## src/rtl/delay_stats.sv

```systemverilog
// Windowed delay statistics: collects 2^WIN_LOG2 accepted delay samples and
// publishes min/max/avg/lost through a valid/ack result interface.
module delay_stats #(
  parameter int DELAY_W  = 20,
  parameter int WIN_LOG2 = 4,
  parameter int LOST_W   = 16
) (
  input  logic               tx_clk,
  input  logic               reset,
  input  logic               enable,
  input  logic               clear,
  input  logic               meas_valid,
  input  logic [DELAY_W-1:0] meas_delay,
  input  logic               meas_lost,
  input  logic               result_ack,
  output logic               result_valid,
  output logic [DELAY_W-1:0] res_min,
  output logic [DELAY_W-1:0] res_max,
  output logic [DELAY_W-1:0] res_avg,
  output logic [LOST_W-1:0]  res_lost,
  output logic               overrun
);

  localparam int SUM_W = DELAY_W + WIN_LOG2;

  typedef enum logic {IDLE, ACCUM} state_t;

  state_t              state, state_nxt;
  logic [DELAY_W-1:0]  min_q, max_q, min_new, max_new;
  logic [SUM_W-1:0]    sum_q, sum_new, delay_ext;
  logic [WIN_LOG2:0]   cnt_q, cnt_new;
  logic [LOST_W-1:0]   lost_q, lost_new;
  logic                accept, lost_inc, complete;

  always_comb begin
    accept    = enable && meas_valid && !meas_lost && !clear;
    lost_inc  = enable && meas_lost && !clear;
    delay_ext = {{WIN_LOG2{1'b0}}, meas_delay};
    min_new   = meas_delay;
    max_new   = meas_delay;
    sum_new   = delay_ext;
    cnt_new   = {{WIN_LOG2{1'b0}}, 1'b1};
    if (state == ACCUM) begin
      min_new = (meas_delay < min_q) ? meas_delay : min_q;
      max_new = (meas_delay > max_q) ? meas_delay : max_q;
      sum_new = sum_q + delay_ext;
      cnt_new = cnt_q + 1'b1;
    end
    lost_new = (lost_inc && lost_q != '1) ? lost_q + 1'b1 : lost_q;
    // cnt never exceeds 2^WIN_LOG2, so its top bit marks the final sample
    complete = accept && cnt_new[WIN_LOG2];

    state_nxt = state;
    if (clear || !enable || complete)
      state_nxt = IDLE;
    else if (accept)
      state_nxt = ACCUM;
  end

  always_ff @(posedge tx_clk or posedge reset) begin
    if (reset)
      state <= IDLE;
    else
      state <= state_nxt;
  end

  always_ff @(posedge tx_clk or posedge reset) begin
    if (reset) begin
      min_q        <= '0;
      max_q        <= '0;
      sum_q        <= '0;
      cnt_q        <= '0;
      lost_q       <= '0;
      res_min      <= '0;
      res_max      <= '0;
      res_avg      <= '0;
      res_lost     <= '0;
      result_valid <= 1'b0;
      overrun      <= 1'b0;
    end else begin
      if (clear || !enable || complete) begin
        min_q  <= '0;
        max_q  <= '0;
        sum_q  <= '0;
        cnt_q  <= '0;
        lost_q <= '0;
      end else begin
        if (accept) begin
          min_q <= min_new;
          max_q <= max_new;
          sum_q <= sum_new;
          cnt_q <= cnt_new;
        end
        lost_q <= lost_new;
      end

      if (complete) begin
        res_min  <= min_new;
        res_max  <= max_new;
        res_avg  <= sum_new[SUM_W-1:WIN_LOG2];
        res_lost <= lost_new;
      end

      // a completion outranks a same-cycle ack
      if (clear) begin
        result_valid <= 1'b0;
        overrun      <= 1'b0;
      end else if (complete) begin
        result_valid <= 1'b1;
        if (result_valid && !result_ack)
          overrun <= 1'b1;
      end else if (result_ack) begin
        result_valid <= 1'b0;
      end
    end
  end

endmodule
```

## config.mk

```make
export PLATFORM = sky130hd
export DESIGN_NAME = delay_stats
export DESIGN_NICKNAME = d
export VERILOG_FILES = /design/src/rtl/delay_stats.sv
export SDC_FILE = /design/constraint.sdc
export NUM_CORES = 1
export LEC_CHECK = 0
export ABC_AREA = 1
export CAP_MARGIN = 15
export CORE_ASPECT_RATIO = 2
export CORE_UTILIZATION = 40
export DETAILED_ROUTE_END_ITERATION = 10
export PLACE_DENSITY = 0.59
export SYNTH_ARGS = -nofsm -noshare
export SYNTH_HDL_FRONTEND = slang
export SYNTH_SLANG_ARGS = --single-unit
```

## constraint.sdc

```tcl
create_clock -name tx_clk -period 5.4 [get_ports tx_clk]
set_clock_uncertainty 0.15 [all_clocks]
set_input_delay 1.08 -clock tx_clk [delete_from_list [all_inputs] [get_ports tx_clk]]
set_output_delay 1.08 -clock tx_clk [all_outputs]
set_load 0.05 [all_outputs]
```

# ---- Word-level counts from Yosys, hierarchy flattened
# Index checks and enable logic that the tools add are counted.
dict set report totals {
  word_cells 61
  in_bits 27
  register_bits 164
}
dict set report classes {
  order_cmp 2
  n_mux 24
  n_reduce_logical 19
  addsub 3
  n_eq_ne 1
}
# operator n
set ops {}
lappend ops {{two-way mux 20 bit} 8}
lappend ops {{two-way mux 24 bit} 3}
lappend ops {{two-way mux 16 bit} 2}
lappend ops {{adder 24 x 20 -> 24 bit} 1}
lappend ops {{greater-than comparator 20 bit} 1}
lappend ops {{less-than comparator 20 bit} 1}
lappend ops {{adder 16 x 1 -> 16 bit (second input constant)} 1}
lappend ops {{!= test 16 bit (second input constant)} 1}
lappend ops {{two-way mux 5 bit} 3}
lappend ops {{logical AND 1 bit} 8}
lappend ops {{two-way mux 1 bit} 8}
lappend ops {{nonzero test 2 bit} 3}
lappend ops {{adder 5 x 1 -> 5 bit (second input constant)} 1}
lappend ops {{zero test 1 bit} 4}
lappend ops {{nonzero test 3 bit} 1}
lappend ops {{logical OR 1 bit} 2}
lappend ops {{AND reduction 2 bit} 1}

# ---- Depth between registers and ports, before layout
dict set report logic_depth {
  depth_word 6
  ltp_mapped 16
  depth_no_buf 15
}

# ---- Worst setup path after synthesis
# No wires, ideal clock.
dict set report synth_path {
  path_kind {in2reg}
  start {input meas_delay[0]}
  end {register res_avg[10]}
  path_slack_ps 2712
  path_stages 13
  required_ps 5132
  t_arrival_ps 2420
  cell_sequence {ha_1 -> inv_1 -> fa_1 -> inv_1 -> nand3_1 -> nand3_1 -> nand2_1 -> nand2_1 -> nand3_1 -> nand3_1 -> nand3_1 -> nand3_1 -> nand2_1}
}
dict set report synth_via {
  elab_chain_len 2
}
# item line_no
set synth_rtl {}
lappend synth_rtl {{from (decl)} 13} ;# input logic [DELAY_W-1:0] meas_delay,
lappend synth_rtl {{adder 24 x 20 -> 24 bit} 46} ;# sum_new = sum_q + delay_ext;
lappend synth_rtl {{two-way mux 24 bit} 43} ;# if (state == ACCUM) begin
lappend synth_rtl {{to (signal assigned)} 100} ;# res_avg <= sum_new[SUM_W-1:WIN_LOG2];
lappend synth_rtl {{to (decl)} 19} ;# output logic [DELAY_W-1:0] res_avg,
# No other way between the ends.
# A chain may end at the register's enable or synchronous reset.

# ---- Final worst setup path
dict set report layout_path {
  start {input meas_delay[2]}
  end {register res_avg[3]}
}
# The elaborated chain is that of the path after synthesis.

==> qor.yml <==
run_status:
  status: "complete, no violations"
synthesis:
  yosysSeqAreaShare_pct: 41.60
  ys_ff_latch: 164
  synth_edf_count: 0
  yosysUniqueCellTypes: 37
  yosysTopAreaCellShare_pct: 41.60
  yosysTopAreaCell: "dfrtp_1"
  yosys_most_used_dff: "dfrtp_1"
  async_reset_ff_share_pct: 100.0
  syn-num-nets: 1456
  ys_top_cells_by_area: "dfrtp_1 (42%), nand2_1 (20%), nand3_1 (9.2%)"
  syn_area_um2: 9866
  syn-mean-instance-area_um2: 7.217
  synth_most_common_cell: "nand2_1"
  synth_common_cells: "nand2_1 (513), nand3_1 (182), dfrtp_1 (164), inv_1 (145), nor2_1 (79)"
  ys_warn_count: 0
  syn_inst: 1367
timing:
  period_share_pct: 63.48
  setup_tns_ns: 0
  worst_pin_slew_ns: 1.198
  fmax_ghz: 0.2917
  final-max-slew-violation-count: 0
  hold_viol: 0
  relSlewSlack_pct: 20.16
  rsz0062_at_grt: "no"
  final.min_clock_period_ns: 3.428
  finalSetupViolCount: 0
  hold_ws_ns: 0.3287
cts:
  cts_buffer_depth: 2
  tritoncts: "done"
  numCtsBuffers: 17
  cts.sink_count: 164
  clk_pin_slew_worst_paths_ns: 0.07
  post_cts_buffers: 0
  cts_root_buf: "clkbuf_16"
  insertion_delay_ns: 0.46
  ctsHoldBuffers: 0
  cts_resized: 0
  cts-htree-levels: 4
grt:
  grt_pass1_wl_mm: 48.29
  grt_pass1_vias: 9044
  grt_usage_pct: 25.45
  gr-total-overflow: 0
  grt_max_degree: 165
  antenna_found_initial: 0
min_path:
  hp-class: "flop to flop"
critical_path:
  critPathBufInv: 1
  setup.worst_path.class: "primary input to flop"
  crit_path_end_kind: "flop"
  path_cells: "clkdlybuf4s50_1 -> ha_1 -> nand3_1 -> nand3_1 -> nand2_1 -> nand2_1 -> or2_2 -> a22oi_1 -> o21ai_0"
  path_delay_family: "simple AND/OR/NAND/NOR gates"
  cp_slowest_cell: "clkdlybuf4s50_1"
  start_kind: "primary input"
  required_ns: 5.55
  cpPeakStageDelay_ns: 0.57
  critPathMaxFanout: 6
  critPathArrivalTime_ns: 3.57
drt:
  first_pass_iters: 6
  drt_iter0_drc: 568
  drc: 0
  vias: 9079
  ant_nets: 0
  drt_wl_total_mm: 30.49
  drt-vias-per-instance: 5.176
  post_drt_wl_per_cell_um: 17.38
final_layout:
  drive_above_1_share_pct: 4.372
  n_antenna_cell: 0
  nets: 1540
  syn2layout_area_growth_pct: 18.92
die:
  core.rowCount: 81
  dieHeight_um: 224.1
  core-area_um2: 24320
  start_util_pct: 40.56
  die_x_um: 113.1
  ios: 105
  design.die.area_um2: 25330
place:
  place_hpwl_mm: 21.84
  gp_congestion: 0.8987
  port_buffers: 104
pwr:
  power.leakage_nw: 6.072
  irDropWorstVdd_mv: 0.2023
  power_density_nw_per_um2: 244.2
flow_run:
  cap_violations: 0
==> layer usage <==
metal	part of all wire, %	global-route usage [%]	up-vias
li1	-	-	4512
met1	38	26.65	4271
met2	54	47.20	227
met3	3.0	4.356	69
met4	5.0	14.26	0
met5	0	0	-
==> placed cells by master, fill, tap and decap left out, drive strengths merged, types with 10 or more instances in the layout <==
master / n
nand4: 16
nand2: 518
nand3: 183
clkdlybuf4s50: 104
nor2: 81
inv: 156
ha: 61
dfrtp: 164
nor3: 10
buf: 10
o21ai: 51
xor2: 17
a21oi: 37
clkbuf: 18
==> where the power goes <==
group / switching (mW) / total, mW / internal [mW]
Sequential: 0.00887 / 1.25 / 1.24
Clock: 0.567 / 1.32 / 0.756
Combinational: 0.201 / 0.291 / 0.0907
Total: 0.777 / 2.86 / 2.09
==> flip-flops by register name, indices dropped and copies added (netlist names) <==
signal and cells:
res_avg 20, state 1, res_lost 16, min_q 20, max_q 20, result_valid 1, lost_q 16, res_min 20
res_max 20, overrun 1, sum_q 24, cnt_q 5
==> cell type report <==
cell class                      count  area, µm²
Inverter                          151      570.5
Tap cell                          290      362.8
Sequential cell                   164       4105
Fill cell                        2497      12590
Multi-Input combinational cell   1003       4933
Clock inverter                     14      192.7
Timing Repair Buffer              114       1129
Clock buffer                       18      439.2
==> through the flow <==
step                setup WS, ns  cell area, µm²  total power [mW]  instances  utilization, %
detailed placement         1.490           11100             1.568       1722           45.64
finish                     1.972           11730             2.865       1754           48.24
global placement           1.477           11100             1.564       1722           45.64
CTS                        1.957           11730             2.905       1754           48.24
floorplan                  2.085            9869             1.464       1367               -
global route               1.770           11730             2.983       1754           48.24
==> kinds of logic after synthesis <==
group	Yosys count	share of synthesized area (%)
buffers and inverters	200	8.396
DFF	164	41.60
and+or+nand+nor	820	34.84
adders and majority gates	62	7.939
AOI/OAI and AO/OA	99	5.276
xor gates and xnor gates	22	1.953
==> worst reg2reg max path, cell delays in order, from the launching register on <==
cell and delay (ns):
dfrtp_2 0.39, buf_4 0.25, inv_2 0.44, nor2_2 0.14, nand2_4 0.09, inv_2 0.05
nor2_4 0.13, nand2_4 0.13, inv_2 0.86, nand3_1 0.26, nand2_1 0.10
==> final timing paths <==
kind,start,endpoint,slack (ns),cells after the start
max,meas_delay[2],res_avg[3]$_DFFE_PP0P_,1.97,9
max in group asynchronous,reset,state$_DFFE_PP0P_,3.17,3
min,res_min[13]$_DFFE_PP0P_,res_min[13]$_DFFE_PP0P_,0.33,2
min in group asynchronous,reset,res_lost[1]$_DFFE_PP0P_,1.01,3
min reg2reg,res_min[13]$_DFFE_PP0P_,res_min[13]$_DFFE_PP0P_,0.33,2
max reg2reg,state$_DFFE_PP0P_,max_q[14]$_DFFE_PP0P_,2.36,10
Note: power is estimated with default switching activity, not from simulation.
